<file path="config.mk">
export PLATFORM = sky130hd
export DESIGN_NAME = seg7_scanner
export DESIGN_NICKNAME = d
export VERILOG_FILES = /design/src/rtl/seg7_scanner.sv
export SDC_FILE = /design/constraint.sdc
export NUM_CORES = 1
export LEC_CHECK = 0
export BUFFER_PORTS_ARGS = -buffer_cell sky130_fd_sc_hd__buf_2
export CAP_MARGIN = 15
export CORE_UTILIZATION = 55
export DETAILED_ROUTE_END_ITERATION = 8
export PLACE_DENSITY = 0.81
export SLEW_MARGIN = 20
export SYNTH_ARGS = -nofsm -noshare
export SYNTH_HDL_FRONTEND = slang
export SYNTH_SLANG_ARGS = --single-unit
</file>
<file path="constraint.sdc">
create_clock -name clk -period 5.1 [get_ports clk]
set_input_delay 0.765 -clock clk [delete_from_list [all_inputs] [get_ports clk]]
set_output_delay 0.765 -clock clk [all_outputs]
set_load 0.005 [all_outputs]
</file>
<file path="src/rtl/seg7_scanner.sv">
// seg7_scanner: time-multiplexed 8-digit 7-segment driver with per-slot blanking and frame snapshot
module seg7_scanner #(
  parameter int DIGIT_CYCLES = 1000,
  parameter int BLANK_CYCLES = 16
) (
  input  logic       clk,
  input  logic       rst_n,
  input  logic [6:0] seg_in [7:0],
  input  logic [7:0] digit_en,
  input  logic       lamp_test,
  output logic [6:0] seg_out,
  output logic [7:0] an_out,
  output logic       frame_done
);
  localparam int CW = $clog2(DIGIT_CYCLES);
  localparam logic [CW-1:0] LAST = CW'(DIGIT_CYCLES - 1);
  localparam logic [CW-1:0] BLANK_END = CW'(BLANK_CYCLES);
  typedef enum logic {BLANK, ON} slot_t;
  logic [CW-1:0] cnt;
  logic [2:0] idx;
  logic [6:0] frame_buf [7:0];
  logic [7:0] en_snap;
  logic [6:0] seg_d;
  logic [7:0] an_d;
  slot_t st;
  always_comb begin
    st = (cnt < BLANK_END) ? BLANK : ON;
    an_d = (st == ON && en_snap[idx]) ? ~(8'b1 << idx) : 8'hFF;
    seg_d = (st == ON && en_snap[idx]) ? (lamp_test ? 7'h00 : frame_buf[idx]) : 7'h7F;
  end
  always_ff @(posedge clk) begin
    if (!rst_n) begin
      cnt <= '0;
      idx <= '0;
      frame_buf <= '{default: 7'h7F};
      en_snap <= '0;
      seg_out <= 7'h7F;
      an_out <= 8'hFF;
      frame_done <= 1'b0;
    end else begin
      cnt <= (cnt == LAST) ? '0 : cnt + 1'b1;
      if (cnt == LAST) idx <= idx + 1'b1;
      if (cnt == '0 && idx == 3'd0) begin
        frame_buf <= seg_in;
        en_snap <= digit_en;
      end
      seg_out <= seg_d;
      an_out <= an_d;
      frame_done <= (cnt == LAST) && (idx == 3'd7);
    end
  end
endmodule

</file>
# [After elaboration in Yosys (flattened, before gate mapping)]
# Index checks and enable logic that the tools add are counted.
[totals] regBits=93 in_bits=67 wordCells=36
[op_classes] add_sub_neg=2 order_cmp=2 eq_ne=2 n_shift=1 n_mux=6 n_bitwise=2 n_reduce_logical=7
[op_table] operator="binary-select mux 7 bit (select 3 bit)" n=1
[op_table] operator="two-way mux 7 bit" n=2
[op_table] operator="adder 10 x 1 -> 10 bit, second input constant" n=1
[op_table] operator="== test 10 bit, second input constant" n=1
[op_table] operator="zero test 10 bit" n=1
[op_table] operator="less-than comparator 10 x 5 -> 1 bit, second input constant" n=1
[op_table] operator="inverter 8 bit" n=1
[op_table] operator="left shift 1 x 3 -> 8 bit, first input constant" n=1
[op_table] operator="less-than comparator 3 x 4 -> 1 bit, second input constant" n=1
[op_table] operator="adder 3 x 1 -> 3 bit, second input constant" n=1
[op_table] operator="binary-select mux 1 bit (select 3 bit)" n=1
[op_table] operator="== test 3 bit, second input constant" n=1
[op_table] operator="logical AND 1 bit" n=3
[op_table] operator="zero test 3 bit" n=1
[op_table] operator="two-way mux 1 bit" n=2
[op_table] operator="AND reduction 2 bit" n=1
[op_table] operator="OR reduction 2 bit" n=1
[op_table] operator="inverter 1 bit" n=1

# [Longest topological paths before layout]
# Gate-level depths: netlist of run 1.
[logic_depth] word_depth=4 ltp_mapped=9 ltp_nobuf=6

# [Worst setup path before layout of run 1]
# Ideal clock, no wire load.
[synth_path] path_kind="input to register" start="in rst_n" end="reg an_out[6]" t_arrival_ps=1795 path_slack_ps=3168 stages=5 path_cell_list="clkbuf_1 o31ai_1 nor4_2 buf_4 nand3_1"
[synth_between] elab_chain_len=1
[synth_rtl] item="from (decl)" line_no="7" rtl="input logic rst_n,"
[synth_rtl] item="AND reduction 2 bit (no line)"
[synth_rtl] item="to (signal assigned)" line_no="48" rtl="an_out <= an_d;"
[synth_rtl] item="to (decl)" line_no="12" rtl="output logic [7:0] an_out,"
# Every way passes these cells.
# A chain may end at the register's enable or synchronous reset.

# [Worst setup path in the final report of run 1]
[layout_path] start="reg idx[1]" end="reg en_snap[3]"
[layout_between] elab_chain_len=2
[layout_rtl] item="from (decl)" line_no="20" rtl="logic [2:0] idx;"
[layout_rtl] item="from (signal assigned)" line_no="42" rtl="if (cnt == LAST) idx <= idx + 1'b1;"
[layout_rtl] item="zero test 3 bit" line_no="43" rtl="if (cnt == '0 && idx == 3'd0) begin"
[layout_rtl] item="logical AND 1 bit" line_no="43"
[layout_rtl] item="to (signal assigned)" line_no="45" rtl="en_snap <= digit_en;"
[layout_rtl] item="to (decl)" line_no="22" rtl="logic [7:0] en_snap;"
# Every way passes these cells.

==> metrics.txt, run 1 <==
# TYPE chip_impl_metric gauge
chip_impl_metric{name="syn_avg_cell_area",unit="µm²"} 8.74
chip_impl_metric{name="antenna_found_initial",unit=""} 0
chip_impl_metric{name="remaining_drc_errors",unit=""} 0
chip_impl_metric{name="p_leak",unit="nW"} 1.93
chip_impl_metric{name="hold_viol_final",unit=""} 0
chip_impl_metric{name="cts_hold_repair.buffers",unit=""} 0
chip_impl_metric{name="worst_endpoint_required_time",unit="ns"} 5.38
chip_impl_metric{name="setup_total_negative_slack",unit="ns"} 0
chip_impl_info{name="status",value="completed"} 1
chip_impl_metric{name="grt_first_pass_wirelength",unit="mm"} 13.5
chip_impl_metric{name="core_region_area",unit="µm²"} 6760
chip_impl_metric{name="antenna-diode-count",unit=""} 0
chip_impl_info{name="ys_top_cells_by_area",value="sky130_fd_sc_hd__dfxtp_1, sky130_fd_sc_hd__nand2_1, sky130_fd_sc_hd__nand3_1"} 1
chip_impl_metric{name="route.detailed.vias_per_inst",unit=""} 5.37
chip_impl_metric{name="worstMarginPinSlew",unit="ns"} 0.867
chip_impl_metric{name="synth_top_cell_area_share",unit="%"} 48.7
chip_impl_metric{name="power_per_cell_area",unit="nW/µm²"} 351
chip_impl_metric{name="grt_pass1_vias",unit=""} 2889
chip_impl_metric{name="grt_usage",unit="%"} 23.7
chip_impl_info{name="clockRootBuffer",value="sky130_fd_sc_hd__clkbuf_8"} 1
chip_impl_metric{name="arrival",unit="ns"} 2.88
chip_impl_metric{name="postSynthRegisterBits",unit=""} 93
chip_impl_metric{name="clkSinkCount",unit=""} 93
chip_impl_metric{name="dp.final_hpwl",unit="mm"} 5.53
chip_impl_metric{name="total_detailed_routing_wirelength",unit="mm"} 8.05
chip_impl_metric{name="port_buffers",unit=""} 82
chip_impl_metric{name="post_synth_num_cell_types",unit=""} 31
chip_impl_metric{name="register_area_share_after_synthesis",unit="%"} 48.7
chip_impl_metric{name="tritoncts.num_buffers",unit=""} 9
chip_impl_metric{name="rrSetupSlack",unit="ns"} 2.50
chip_impl_metric{name="dr_total_vias",unit=""} 3157
chip_impl_metric{name="grt_max_degree",unit=""} 73
chip_impl_metric{name="finish.instance_area",unit="µm²"} 4420
chip_impl_metric{name="chipWidth",unit="µm"} 85.4
chip_impl_metric{name="postCtsSetupBuffers",unit=""} 0
chip_impl_metric{name="drt-initial-drc-count",unit=""} 120
chip_impl_info{name="most_common_cell_after_layout_fill_and_taps_aside",value="sky130_fd_sc_hd__nand2_1"} 1
chip_impl_metric{name="final.setup_skew",unit="ns"} 0.0130
chip_impl_metric{name="worst-path-max-fanout",unit=""} 54
chip_impl_metric{name="post_synth_inst_count",unit=""} 437
chip_impl_metric{name="warnings_synthesis",unit=""} 0
chip_impl_metric{name="final.setup.worst_slack",unit="ns"} 2.50
chip_impl_metric{name="setup-violations-final",unit=""} 0
chip_impl_metric{name="initial_core_util",unit="%"} 56.6
chip_impl_metric{name="area_growth_from_synthesis_to_layout",unit="%"} 15.7
chip_impl_info{name="layout_common_cells",value="sky130_fd_sc_hd__nand2_1, sky130_fd_sc_hd__dfxtp_1, sky130_fd_sc_hd__buf_2, sky130_fd_sc_hd__nand3_1"} 1
chip_impl_metric{name="cts.htree.levels",unit=""} 3
chip_impl_info{name="critical_path.startpoint_type",value="flip-flop"} 1
chip_impl_metric{name="timing.final.max_slew_violations",unit=""} 0
chip_impl_metric{name="floorplan.die_area",unit="µm²"} 7280
chip_impl_metric{name="clk_latency",unit="ns"} 0.36
chip_impl_metric{name="finish.net_count",unit=""} 578
chip_impl_metric{name="clkSlewWorstSetupHoldPaths",unit="ns"} 0.08
chip_impl_metric{name="drt_first_pass_iters",unit=""} 4
chip_impl_metric{name="synth_nets",unit=""} 512
chip_impl_metric{name="slew_headroom",unit="%"} 42.1
chip_impl_metric{name="synth_area",unit="µm²"} 3820
chip_impl_info{name="grt_setup_unrepaired",value="no"} 1
chip_impl_info{name="worst_setup_path_end_kind",value="flip-flop"} 1
chip_impl_metric{name="finalCritPeriodShare",unit="%"} 50.9
chip_impl_metric{name="routedWlPerCell",unit="µm"} 13.7
chip_impl_metric{name="post_cts.resized_instances",unit=""} 0
chip_impl_info{name="timing_worst_setup_path_type",value="flip-flop to flip-flop"} 1
chip_impl_metric{name="die_height",unit="µm"} 85.4
chip_impl_metric{name="irDropWorstVdd",unit="mV"} 0.204
chip_impl_metric{name="drive_above_1_share",unit="%"} 23.8
chip_impl_metric{name="globalRoute.totalOverflow",unit=""} 0
chip_impl_info{name="yosysTopAreaCell",value="sky130_fd_sc_hd__dfxtp_1"} 1
chip_impl_metric{name="dpl_cell_area",unit="µm²"} 4200
chip_impl_info{name="tritoncts_clock_tree",value="built"} 1
chip_impl_metric{name="clk_path_buf_depth",unit=""} 2
chip_impl_metric{name="max_freq",unit="GHz"} 0.385
chip_impl_metric{name="routabilityCongestion",unit=""} 0.770
chip_impl_metric{name="max_cap_violations",unit=""} 0
chip_impl_metric{name="power.total",unit="mW"} 1.55
chip_impl_metric{name="floorplan.io_pins",unit=""} 83
chip_impl_metric{name="timing.final.crit_period",unit="ns"} 2.60
chip_impl_metric{name="placement.setup.worst_slack",unit="ns"} 2.16
chip_impl_info{name="hold_path_class",value="flip-flop to flip-flop"} 1
chip_impl_metric{name="drtAntennaViolNets",unit=""} 0
chip_impl_metric{name="n_fill_cell",unit=""} 596
chip_impl_metric{name="core.rowCount",unit=""} 30
==> synthesized netlist by cell type (all sizes together) <==
library cell	instances
xor2	2
nand3	65
nor2	10
and4	1
nor4	3
a22o	1
mux4	7
a2111oi	2
mux2	8
a21boi	8
and3	1
ha	8
and2	10
buf	19
nor3	4
o22ai	7
a211oi	7
inv	7
mux2i	2
nor4b	1
nand4	2
dfxtp	93
xnor2	7
nand2b	2
o31ai	8
nand2	136
nor2b	4
o211a	1
clkbuf	11
==> layout make-up <==
| class | count | area, µm² | area share (%) |
|---|---|---|---|
| well taps | 80 | 100 | 2.26 |
| clock inverters | 6 | 70.1 | 1.58 |
| repair buffers | 85 | 433 | 9.79 |
| inverters | 7 | 26.3 | 0.594 |
| flip-flops and latches | 93 | 1860 | 42.1 |
| clock buffers | 10 | 138 | 3.11 |
| multi-input cells | 307 | 1790 | 40.5 |
==> flip-flops by register name (all words and copies together), names as in the netlist <==
name        flops
idx             3
frame_buf      56
cnt            10
seg_out         7
en_snap         8
frame_done      1
an_out          8
==> power breakdown <==
group          internal, mW  switching, mW
sequential            0.794         0.0339
combinational        0.0929          0.123
clock                 0.244          0.263
==> logic make-up after synthesis <==
group	count (synthesis)	synth area share [%]
buf+inv	37	4.65
simple gates	239	28.3
xor+xnor	9	2.06
mux	17	7.01
compound gates	34	6.61
flops	93	48.7
fa+ha+maj	8	2.62
==> worst paths after layout <==
check / startpoint / cells past startpoint / endpoint
min reg2reg: en_snap[4]$_SDFFE_PN0P_ / 2 / en_snap[4]$_SDFFE_PN0P_
max reg2reg: idx[1]$_SDFFE_PN0N_ / 6 / en_snap[3]$_SDFFE_PN0P_
max: idx[1]$_SDFFE_PN0N_ / 6 / en_snap[3]$_SDFFE_PN0P_
min: en_snap[4]$_SDFFE_PN0P_ / 2 / en_snap[4]$_SDFFE_PN0P_
==> per-layer routing <==
metal / vias up / global-route usage [%] / part of all wire, % / wire, µm
met5: - / 0 / 0 / 0
met4: 0 / 10.0 / 1.6 / 129
met3: 12 / 3.70 / 4.3 / 343
met2: 72 / 39.1 / 48 / 3900
met1: 1477 / 31.1 / 46 / 3670
li1: 1596 / - / - / -
==> worst max-delay path, stage by stage (launching register included) <==
cell	delay, ns
sky130_fd_sc_hd__dfxtp_1	0.90
sky130_fd_sc_hd__inv_1	0.19
sky130_fd_sc_hd__ha_1	0.28
sky130_fd_sc_hd__nand4_1	0.33
sky130_fd_sc_hd__buf_4	0.52
sky130_fd_sc_hd__nand2_1	0.11
sky130_fd_sc_hd__a21boi_1	0.17
==> per-stage QoR <==
stage          util [%]  instances  hold slack, ns
4_1_cts            65.3        588           0.457
6_report           65.4        588           0.453
3_3_place_gp       62.2        572           0.438
5_1_grt            65.4        588           0.481
3_5_place_dp       62.2        572           0.445
2_1_floorplan         -        437           0.430
(Power assumes the default switching activity.)
==> run 2: changes to the inputs <==
--- a/config.mk
+++ b/config.mk
@@ -7,9 +7,9 @@
 export LEC_CHECK = 0
 export BUFFER_PORTS_ARGS = -buffer_cell sky130_fd_sc_hd__buf_2
 export CAP_MARGIN = 15
-export CORE_UTILIZATION = 55
+export CORE_UTILIZATION = 54
 export DETAILED_ROUTE_END_ITERATION = 8
-export PLACE_DENSITY = 0.81
+export PLACE_DENSITY = 0.79
 export SLEW_MARGIN = 20
 export SYNTH_ARGS = -nofsm -noshare
 export SYNTH_HDL_FRONTEND = slang
==> constraint.sdc (replaced) <==
create_clock -name clk -period 2.7 [get_ports clk]
set_input_delay 0.405 -clock clk [delete_from_list [all_inputs] [get_ports clk]]
set_output_delay 0.405 -clock clk [all_outputs]
set_load 0.005 [all_outputs]
==> metrics.txt, run 2 (same netlist as run 1, synthesis figures left out) <==
# TYPE chip_impl_metric gauge
chip_impl_metric{name="place.detailed.instances",unit=""} 592
chip_impl_metric{name="timing.final.crit_period",unit="ns"} 2.13
chip_impl_metric{name="worstMarginPinSlew",unit="ns"} 0.768
chip_impl_metric{name="clkSlewWorstSetupHoldPaths",unit="ns"} 0.09
chip_impl_info{name="status",value="completed"} 1
chip_impl_metric{name="floorplan.die_area",unit="µm²"} 7420
chip_impl_metric{name="worst_endpoint_required_time",unit="ns"} 2.96
chip_impl_metric{name="p_leak",unit="nW"} 1.93
chip_impl_metric{name="switching_share",unit="%"} 26.9
chip_impl_info{name="timing.critical_path.to",value="seg_out[0]$_SDFF_PN1_"} 1
chip_impl_metric{name="final_cell_count_no_fill",unit=""} 608
chip_impl_metric{name="clk_latency",unit="ns"} 0.36
chip_impl_metric{name="worst-path-max-fanout",unit=""} 19
chip_impl_info{name="timing.rr.end",value="seg_out[0]$_SDFF_PN1_"} 1
chip_impl_metric{name="ff2ff_path_depth",unit=""} 4
chip_impl_metric{name="arrival",unit="ns"} 2.39
chip_impl_metric{name="power.total",unit="mW"} 2.88
chip_impl_metric{name="route.detailed.vias_per_inst",unit=""} 5.25
chip_impl_info{name="worst_setup_path_end_kind",value="flip-flop"} 1
chip_impl_metric{name="max_cap_violations",unit=""} 0
chip_impl_info{name="most_common_cell_after_layout_fill_and_taps_aside",value="sky130_fd_sc_hd__nand2_1"} 1
chip_impl_metric{name="drtAntennaViolNets",unit=""} 0
chip_impl_metric{name="drt-initial-drc-count",unit=""} 211
chip_impl_metric{name="whs",unit="ns"} 0.239
chip_impl_metric{name="power_frac_clock",unit="%"} 31.1
chip_impl_metric{name="routedWlPerCell",unit="µm"} 13.6
chip_impl_info{name="biggestRegsByFlops",value="frame_buf: 56 flops, cnt: 10 flops"} 1
chip_impl_metric{name="setup-violations-final",unit=""} 0
chip_impl_metric{name="hold_viol_final",unit=""} 0
chip_impl_metric{name="timing.final.max_slew_violations",unit=""} 0
chip_impl_info{name="hold_path_class",value="primary input to flip-flop"} 1
chip_impl_metric{name="tritoncts.num_buffers",unit=""} 9
chip_impl_metric{name="core_region_area",unit="µm²"} 6830
chip_impl_metric{name="combinationalPowerShare",unit="%"} 14.5
chip_impl_info{name="critical_path.startpoint_type",value="flip-flop"} 1
chip_impl_metric{name="remaining_drc_errors",unit=""} 0
chip_impl_metric{name="grt_first_pass_wirelength",unit="mm"} 13.8
chip_impl_info{name="clockRootBuffer",value="sky130_fd_sc_hd__clkbuf_8"} 1
chip_impl_info{name="grt_setup_unrepaired",value="no"} 1
chip_impl_metric{name="irDropWorstVdd",unit="mV"} 0.394
chip_impl_metric{name="post_cts.resized_instances",unit=""} 0
chip_impl_metric{name="grt_usage",unit="%"} 24.1
chip_impl_metric{name="finish.utilization",unit="%"} 65.2
chip_impl_metric{name="rrSetupSlack",unit="ns"} 0.57
chip_impl_metric{name="power_per_cell_area",unit="nW/µm²"} 647
chip_impl_metric{name="antenna_found_initial",unit=""} 0
chip_impl_metric{name="cts_hold_repair.buffers",unit=""} 0
chip_impl_info{name="timing_worst_setup_path_type",value="flip-flop to flip-flop"} 1
chip_impl_metric{name="multi_input_comb_area",unit="µm²"} 1790
chip_impl_metric{name="core.rowCount",unit=""} 30
chip_impl_metric{name="internal-power",unit="mW"} 2.11
chip_impl_metric{name="dp.final_hpwl",unit="mm"} 5.76
chip_impl_metric{name="max_freq",unit="GHz"} 0.469
chip_impl_metric{name="seqPwrFrac",unit="%"} 54.3
chip_impl_metric{name="clk_path_buf_depth",unit=""} 2
chip_impl_metric{name="die_height",unit="µm"} 86.1
chip_impl_metric{name="chipWidth",unit="µm"} 86.1
chip_impl_metric{name="cts.htree.levels",unit=""} 3
chip_impl_info{name="layout_common_cells",value="sky130_fd_sc_hd__nand2_1, sky130_fd_sc_hd__dfxtp_1, sky130_fd_sc_hd__buf_2, sky130_fd_sc_hd__nand3_1"} 1
chip_impl_metric{name="placement.setup.worst_slack",unit="ns"} 0.420
chip_impl_metric{name="largest_register_ffs",unit=""} 56
chip_impl_metric{name="postCtsSetupBuffers",unit=""} 0
chip_impl_metric{name="finish.net_count",unit=""} 582
chip_impl_metric{name="dpl_cell_area",unit="µm²"} 4250
chip_impl_info{name="worstReg2RegStart",value="idx[2]$_SDFFE_PN0N_"} 1
chip_impl_metric{name="clkSinkCount",unit=""} 93
chip_impl_metric{name="dr_total_vias",unit=""} 3190
chip_impl_metric{name="routabilityCongestion",unit=""} 0.808
chip_impl_info{name="largest_register",value="frame_buf"} 1
chip_impl_metric{name="antenna-diode-count",unit=""} 0
chip_impl_metric{name="final.setup.worst_slack",unit="ns"} 0.566
chip_impl_metric{name="drt_first_pass_iters",unit=""} 4
chip_impl_metric{name="area.sequential",unit="µm²"} 1860
chip_impl_metric{name="grt_pass1_vias",unit=""} 2913
chip_impl_metric{name="drive_above_1_share",unit="%"} 24.2
chip_impl_metric{name="finish.instance_area",unit="µm²"} 4450
chip_impl_metric{name="globalRoute.totalOverflow",unit=""} 0
chip_impl_metric{name="grt_max_degree",unit=""} 72
chip_impl_metric{name="n_fill_cell",unit=""} 578
chip_impl_metric{name="total_detailed_routing_wirelength",unit="mm"} 8.25
chip_impl_metric{name="final.setup_skew",unit="ns"} 0.0131
chip_impl_metric{name="area_growth_from_synthesis_to_layout",unit="%"} 16.6
chip_impl_info{name="startpoint",value="idx[2]$_SDFFE_PN0N_"} 1
chip_impl_metric{name="floorplan.io_pins",unit=""} 83
chip_impl_metric{name="switching_power",unit="µW"} 776
chip_impl_metric{name="initial_core_util",unit="%"} 55.9
chip_impl_metric{name="finalCritPeriodShare",unit="%"} 79.0
chip_impl_metric{name="setup_total_negative_slack",unit="ns"} 0
chip_impl_metric{name="port_buffers",unit=""} 82
chip_impl_info{name="tritoncts_clock_tree",value="built"} 1
chip_impl_metric{name="slew_headroom",unit="%"} 47.5
[run 2: worst min-delay path by stage]
stage                               startpoint                         end  slack (ns)  cells after the start
floorplan                    cnt[0]$_SDFF_PP0_           cnt[0]$_SDFF_PP0_        0.43                      1
global placement    frame_buf[19]$_SDFFE_PN1P_  frame_buf[19]$_SDFFE_PN1P_        0.45                      2
detailed placement  frame_buf[41]$_SDFFE_PN1P_  frame_buf[41]$_SDFFE_PN1P_        0.45                      2
CTS                                 seg_in[25]  frame_buf[25]$_SDFFE_PN1P_        0.23                      3
global route                        seg_in[15]  frame_buf[15]$_SDFFE_PN1P_        0.25                      3
finish                              seg_in[25]  frame_buf[25]$_SDFFE_PN1P_        0.24                      3
[run 2: power by group through the flow]
| stage | logic, mW | clock network (mW) | registers [mW] |
|---|---|---|---|
| floorplan | 0.314 | 0 | 1.57 |
| global placement | 0.405 | 0 | 1.59 |
| detailed placement | 0.419 | 0 | 1.60 |
| CTS | 0.422 | 0.917 | 1.57 |
| global route | 0.483 | 0.976 | 1.58 |
| finish | 0.419 | 0.898 | 1.57 |
[run 2: critical path, cell delays in order (launching register included)]
cell,delay [ns]
sky130_fd_sc_hd__dfxtp_1,0.75
sky130_fd_sc_hd__inv_1,0.23
sky130_fd_sc_hd__a2111oi_0,0.69
sky130_fd_sc_hd__nor4_4,0.23
sky130_fd_sc_hd__o31ai_1,0.13
[run 2: cell type report]
| cell class | instances | share of cell area [%] |
|---|---|---|
| Sequential cell | 93 | 41.8 |
| Multi-Input combinational cell | 307 | 40.2 |
| Tap cell | 96 | 2.70 |
| Clock inverter | 6 | 1.43 |
| Inverter | 7 | 0.590 |
| Clock buffer | 10 | 2.87 |
| Timing Repair Buffer | 89 | 10.4 |
[run 2: metal layers]
layer  track usage, %  share of wire (%)  vias up  wire length, µm
li1                 -                  -     1609                -
met4             8.64                1.6        0              130
met3             5.29                5.2       10              430
met5                0                  0        -                0
met1             32.7                 46     1470             3820
met2             37.8                 47      101             3870
